[config.mk]
export PLATFORM = sky130hd
export DESIGN_NAME = edge_event_arbiter
export DESIGN_NICKNAME = d
export VERILOG_FILES = /design/src/rtl/edge_event_arbiter.sv
export SDC_FILE = /design/constraint.sdc
export NUM_CORES = 1
export LEC_CHECK = 0
export CORE_MARGIN = 4
export CORE_UTILIZATION = 47
export CTS_CLUSTER_DIAMETER = 60
export DETAILED_ROUTE_END_ITERATION = 7
export PLACE_DENSITY = 0.82
export SLEW_MARGIN = 40
export SYNTH_ARGS = -nofsm -noshare
export SYNTH_HDL_FRONTEND = slang
export SYNTH_SLANG_ARGS = --single-unit
export TNS_END_PERCENT = 20
[constraint.sdc]
create_clock -name clk -period 2.48 [get_ports clk]
set_clock_uncertainty 0.15 [all_clocks]
set_input_delay 0.372 -clock clk [delete_from_list [all_inputs] [get_ports clk]]
set_output_delay 0.372 -clock clk [all_outputs]
set_load 0.05 [all_outputs]
[src/rtl/edge_event_arbiter.sv]
// edge_event_arbiter
// Detects rising edges on N_CH level inputs, keeps one pending event per
// channel with sticky overflow flags, and offers events one at a time to a
// shared consumer over a valid/ready handshake.
// Selection is round-robin by default; defining EDGE_ARB_FIXED_PRIO_EN
// switches to fixed priority with channel 0 highest.
module edge_event_arbiter #(
  parameter int N_CH = 4,
  parameter int ID_W = 2
) (
  input  logic            clk,
  input  logic            reset,
  input  logic [N_CH-1:0] level,
  input  logic [N_CH-1:0] ch_mask,
  output logic            evt_valid,
  output logic [ID_W-1:0] evt_id,
  input  logic            evt_ready,
  output logic [N_CH-1:0] pending,
  output logic [N_CH-1:0] ovf,
  input  logic [N_CH-1:0] ovf_clr
);

  typedef enum logic {
    IDLE  = 1'b0,
    OFFER = 1'b1
  } state_t;

  state_t          state;
  logic [N_CH-1:0] level_p0;
  logic [N_CH-1:0] rise;
  logic [N_CH-1:0] grant_vec;
  logic [ID_W-1:0] sel;

`ifdef EDGE_ARB_FIXED_PRIO_EN
  // Lowest-index set bit of req wins.
  function automatic logic [ID_W-1:0] pick_first(input logic [N_CH-1:0] req);
    logic [ID_W-1:0] res;
    logic            found;
    res   = '0;
    found = 1'b0;
    for (int k = 0; k < N_CH; k++) begin
      if (!found && req[k]) begin
        res   = ID_W'(k);
        found = 1'b1;
      end
    end
    return res;
  endfunction
`else
  logic [ID_W-1:0] rr_ptr;

  // First set bit of req searching upward from start, wrapping at N_CH.
  function automatic logic [ID_W-1:0] pick_rr(input logic [N_CH-1:0] req,
                                             input logic [ID_W-1:0] start);
    logic [ID_W-1:0] res;
    logic            found;
    int              j;
    res   = '0;
    found = 1'b0;
    for (int k = 0; k < N_CH; k++) begin
      j = int'(start) + k;
      if (j >= N_CH) j -= N_CH;
      if (!found && req[j]) begin
        res   = ID_W'(j);
        found = 1'b1;
      end
    end
    return res;
  endfunction
`endif

  // Previous-cycle level; also tracked during reset so a level that is
  // already high when reset releases does not count as an edge.
  always_ff @(posedge clk) begin
    level_p0 <= level;
  end

  // Edge detect and handshake decode (stage p0 boundary).
  always_comb begin
    rise = level & ~level_p0 & ch_mask;
    for (int i = 0; i < N_CH; i++) begin
      grant_vec[i] = evt_valid && evt_ready && (int'(evt_id) == i);
    end
  end

  // Next channel to offer, taken from the registered pending bits.
  always_comb begin
`ifdef EDGE_ARB_FIXED_PRIO_EN
    sel = pick_first(pending);
`else
    sel = pick_rr(pending, rr_ptr);
`endif
  end

  // Pending bits: an edge beats a grant, a mask drop beats both.
  // Overflow: an edge onto a still-pending event that is not being granted
  // now; setting beats a coincident clear pulse.
  always_ff @(posedge clk) begin
    if (reset) begin
      pending <= '0;
      ovf     <= '0;
    end else begin
      pending <= ch_mask & (rise | (pending & ~grant_vec));
      ovf     <= (rise & pending & ~grant_vec) | (ovf & ~ovf_clr);
    end
  end

  // Offer FSM with registered evt_valid/evt_id; a transfer always returns
  // through IDLE, giving one bubble cycle between offers.
  always_ff @(posedge clk) begin
    if (reset) begin
      state     <= IDLE;
      evt_valid <= 1'b0;
      evt_id    <= '0;
`ifndef EDGE_ARB_FIXED_PRIO_EN
      rr_ptr    <= '0;
`endif
    end else begin
      case (state)
        IDLE: begin
          if (|pending) begin
            evt_id    <= sel;
            evt_valid <= 1'b1;
            state     <= OFFER;
          end
        end
        OFFER: begin
          if (evt_ready) begin
            evt_valid <= 1'b0;
            state     <= IDLE;
`ifndef EDGE_ARB_FIXED_PRIO_EN
            if (int'(evt_id) == N_CH - 1) rr_ptr <= '0;
            else                          rr_ptr <= evt_id + 1'b1;
`endif
          end
        end
        default: begin
          evt_valid <= 1'b0;
          state     <= IDLE;
        end
      endcase
    end
  end

endmodule

Word level (Yosys, flattened, before mapping)
Cells that the tools add are included.
{"block": "word_totals", "regBits": 18, "latchBits": 0, "mem_bits_rw": 0, "mem_bits_ro": 0, "input_bits": 15, "out_inout_bits": 11, "elab_cells": 87, "mem_count": 0}
{"block": "classes", "add_sub_neg": 8, "mul": 0, "n_div": 0, "n_lt_le_gt_ge": 8, "eq_ne": 5, "shifts": 0, "mux": 30, "n_bitwise": 13, "n_reduce_logical": 16}
{"op": "$lt 32x4->1 const B", "count": 4}
{"op": "$mux 32", "count": 4}
{"op": "$and 4x4->4", "count": 7}
{"op": "$mux 1", "count": 15}
{"op": "$not 4->4", "count": 3}
{"op": "$sub 3x3->4 const B", "count": 3}
{"op": "$mux 2", "count": 5}
{"op": "$ge 3x3->1 const B", "count": 3}
{"op": "$bmux 1 s2", "count": 4}
{"op": "$logic_and 1x1->1", "count": 8}
{"op": "$or 4x4->4", "count": 2}
{"op": "$add 2x2->3 const B", "count": 2}
{"op": "$reduce_and 2->1", "count": 3}
{"op": "$eq 2x2->1 const B", "count": 2}
{"op": "$ne 2x2->1 const B", "count": 2}
{"op": "$pmux 1 s2", "count": 2}
{"op": "$reduce_or 4->1", "count": 1}
{"op": "$sub 2x3->4 const B", "count": 1}
{"op": "$add 2x1->3 const B", "count": 1}
{"op": "$ge 2x3->1 const B", "count": 1}
{"op": "$logic_not 1->1", "count": 3}
{"op": "$add 2x1->2 const B", "count": 1}
{"op": "$eq 2x1->1 const B", "count": 1}
{"op": "$logic_not 2->1", "count": 1}
{"op": "$not 1->1", "count": 1}

Logic depth before layout (Yosys ltp)
{"block": "logic_depth", "ltp_word": 15, "ltp_mapped": 5, "ltp_nobuf": 5}

Least setup slack after synthesis
Ideal clock, no wire load.
{"block": "synth_path", "path_kind": "register to register", "from": "reg pending[0]", "to": "reg evt_id[0]", "setup_time_ns": 0.096, "arrival_ns": 1.390, "required_ns": 2.234, "path_slack_ns": 0.845, "path_stages_with_launch": 4, "path_buffers": 0, "period_less_slack_ns": 1.635, "cell_sequence": "dfxtp_1 nor4_2 or2_4 o41ai_2"}
{"block": "synth_via", "elab_chain_len": 13, "elab_cells_between_ends": 27, "classes_between": "19 x mux; 8 x reduce/logical"}
{"element": "start, declared", "line": "18", "source": "output logic [N_CH-1:0] pending,"}
{"element": "start signal, assigned", "line": "103", "source": "pending <= ch_mask & (rise | (pending & ~grant_vec));"}
{"element": "$bmux 1 s2", "line": "63", "source": "if (!found && req[j]) begin"}
{"element": "$mux 1 (not written as such) (2 in series)", "line": "63"}
{"element": "$mux 1", "line": "63"}
{"element": "$logic_not 1->1", "line": "63"}
{"element": "$logic_and 1x1->1", "line": "63"}
{"element": "$mux 1", "line": "63"}
{"element": "$logic_not 1->1", "line": "63"}
{"element": "$logic_and 1x1->1", "line": "63"}
{"element": "$mux 1", "line": "63"}
{"element": "$logic_not 1->1", "line": "63"}
{"element": "$logic_and 1x1->1", "line": "63"}
{"element": "$mux 2", "line": "63"}
{"element": "end signal, assigned", "line": "122", "source": "evt_id <= sel;"}
{"element": "end, declared", "line": "16", "source": "output logic [ID_W-1:0] evt_id,"}
Several ways; a longest one is shown, not always the timed one. The select of a mux whose other input is x is not followed.
A chain may end at the register's enable or synchronous reset.

Worst setup path in the final report
{"block": "layout_path", "from": "reg pending[2]", "to": "out pending[2]"}
No word-level cell between the ends.

==> out/metrics.yaml <==
status: "complete, no violations"
cts_made_buffers: 3
synth_seq_area_share_pct: 45.50
synth_compound_area_share_pct: 16.27
postCtsSetupBuffers: 0
p_comb_share_pct: 15.9
synthAdderAreaFrac_pct: 6.319
worstPathArrival_ps: 1650
grt_pass1_vias: 686
place_congestion: 0.8000
netlist_instances: 83
critPathLaunchType: "flop"
diodes: 0
period_minus_slack_ps: 2168
rrSetupSlack_ps: 1020
vias_per_cell: 5.555
synth_nets: 102
synth_warnings: 0
fillCellCount: 119
synthMuxAreaShare_pct: 2.528
std_cell_rows: 14
drt_iter0_markers: 10
grt-ovfl-total: 0
final_cell_mix: "clkdlybuf4s50_1 (25), dfxtp_1 (18), a21oi_1 (11)"
dp_hpwl_um: 1362
clk_latency_ps: 300
postPlaceCellArea_mm2: 0.001066
dieArea_mm2: 0.002406
grt_use_total_pct: 15.81
cp_slowest_cell: "clkdlybuf4s50_1"
synthSimpleGateAreaFrac_pct: 27.49
postSynthAreaPerCell_um2: 9.542
ir_worst_vdd_uv: 392.4
hold_viol: 0
clkTransAtPathRegs_ps: 90
antenna_found_initial: 0
drc: 0
intPower_uw: 437.7
cts_hold_buf: 0
switching_share_pct: 25.76
routed_wl_um: 1738
dr.pass1.iters: 4
min_to: "ovf[2]"
setup.worst_path.end_class: "output port"
cts_tree: "built"
cp_max_fo: 8
drv_cap: 0
die_h_um: 49.05
final_common_cell: "clkdlybuf4s50_1"
fin_nets: 132
io_pins: 26
grt_first_pass_wirelength_um: 2939
critPathBufInv: 1
rr_endpoint: "evt_id[1]"
synth.distinct_cells: 22
synth_seq_cells: 18
power_density_mw_per_mm2: 534.9
vias: 711
instances_no_fill: 128
cpPeakStageDelay_ps: 860
port_buffers: 25
p_sw_uw: 151.9
htreeDepth: 1
synthToLayoutAreaGrowth_pct: 39.18
synth_area_um2: 792.0
synth-xor-area-share_pct: 0
tns_ps: 0
crit_type: "flop to output port"
drive_gt1_share_pct: 8.036
hold_path_depth: 2
synth_top_family_by_area: "simple AND/OR/NAND/NOR gates"
hold-worst-slack_ps: 326.9
r2r_cells: 3
p_leak_uw: 0.0003955
grt_max_degree: 11
report.final.slew_viol_count: 0
clock_path_buffers: 2
timing.rr.start: "pending[2]"
die-width_um: 49.05
cts_sinks: 18
clkPwrFrac_pct: 30.9
setup_viol: 0
power_frac_seq_pct: 53.3
worstPathRequired_ps: 1960
ant_nets: 0
wl_per_cell_um: 13.58
postLayoutCellArea_mm2: 0.001102
cts-root-buf: "clkbuf_4"
dp.cells: 124
hold_start: "ovf[2]"
path_cells: "clkdlybuf4s50_1"
tightest_slew_ps: 505.7
critPathTopFamily: "buffers and inverters"
min_period_over_period_pct: 87.42
p_total_uw: 589.6
slew_headroom_pct: 66.18
cts_resized: 0
timing.fmax_mhz: 461.3
initial_utilization_pct: 51.38
rsz0062_at_grt: "no"
min_path_type: "flop to flop"
core_area_mm2: 0.001541
-- stage by stage --
| stage | utilization (%) | setup WS, ps |
|---|---|---|
| 2_1_floorplan | - | 844.6 |
| 3_3_place_gp | 69.16 | 697.6 |
| 3_5_place_dp | 69.16 | 656.6 |
| 4_1_cts | 71.51 | 306.4 |
| 5_1_grt | 71.51 | 256.3 |
| 6_report | 71.51 | 312.1 |
-- power by group through the flow --
stage               clock network, uW  logic, uW  registers [uW]
floorplan                           0       33.1             336
global placement                    0       91.8             320
detailed placement                  0       93.4             320
CTS                               188       94.0             314
global route                      202        100             316
finish                            182       93.5             314
-- routing by layer --
layer	track usage [%]	wire length (um)	up-vias
met5	0	0	-
met4	10.31	89	0
met3	8.257	127	11
met2	23.91	779	26
met1	16.98	742	316
li1	-	-	358
-- cell families after synthesis --
kind of cell | Yosys count
simple gates | 36
compound gates | 19
flops | 18
buf+inv | 4
fa+ha+maj | 4
mux | 2
-- sequential cells by signal, indices dropped and copies added, names as in the netlist --
signal and flops:
evt_id 2, evt_valid 1, level_p0 4, ovf 4, pending 4, rr_ptr 2
state 1
-- cell usage after synthesis --
library cell	count	area (um^2)
a21oi_1	11	55.05
nor4_2	1	12.51
nand3_1	5	25.02
nor2_1	3	11.26
inv_1	3	11.26
o41ai_2	2	32.53
o21bai_1	1	7.510
ha_1	4	50.05
a311oi_1	1	8.760
nor3b_1	4	30.03
a22oi_1	1	7.510
nand2b_1	4	25.02
or2b_1	2	15.01
mux2i_1	2	20.02
or2_4	1	8.760
o21ai_0	2	10.01
nor2b_1	8	50.05
a211oi_1	1	7.510
nand2_1	4	15.01
clkbuf_1	1	3.750
dfxtp_1	18	360.4
nand4_1	4	25.02
-- how the worst max path moves through the flow --
| stage | startpoint | slack (ps) | cells after the start | endpoint |
|---|---|---|---|---|
| after floorplan | pending[0] | 840 | 3 | evt_id[0] |
| after global placement | pending[2] | 700 | 1 | pending[2] |
| after detailed placement | pending[2] | 660 | 1 | pending[2] |
| after CTS | pending[2] | 310 | 1 | pending[2] |
| after global routing | pending[2] | 260 | 1 | pending[2] |
| final | pending[2] | 310 | 1 | pending[2] |
-- cell type report --
cell class	count	area [um^2]	area share, %
tap	16	20.02	1.816
clock buffer	4	36.28	3.292
inverter	3	11.26	1.022
sequential	18	360.3	32.69
multi-input combinational	61	416.7	37.80
timing repair buffer	26	257.7	23.38
Power figures use the tool's default switching activity.
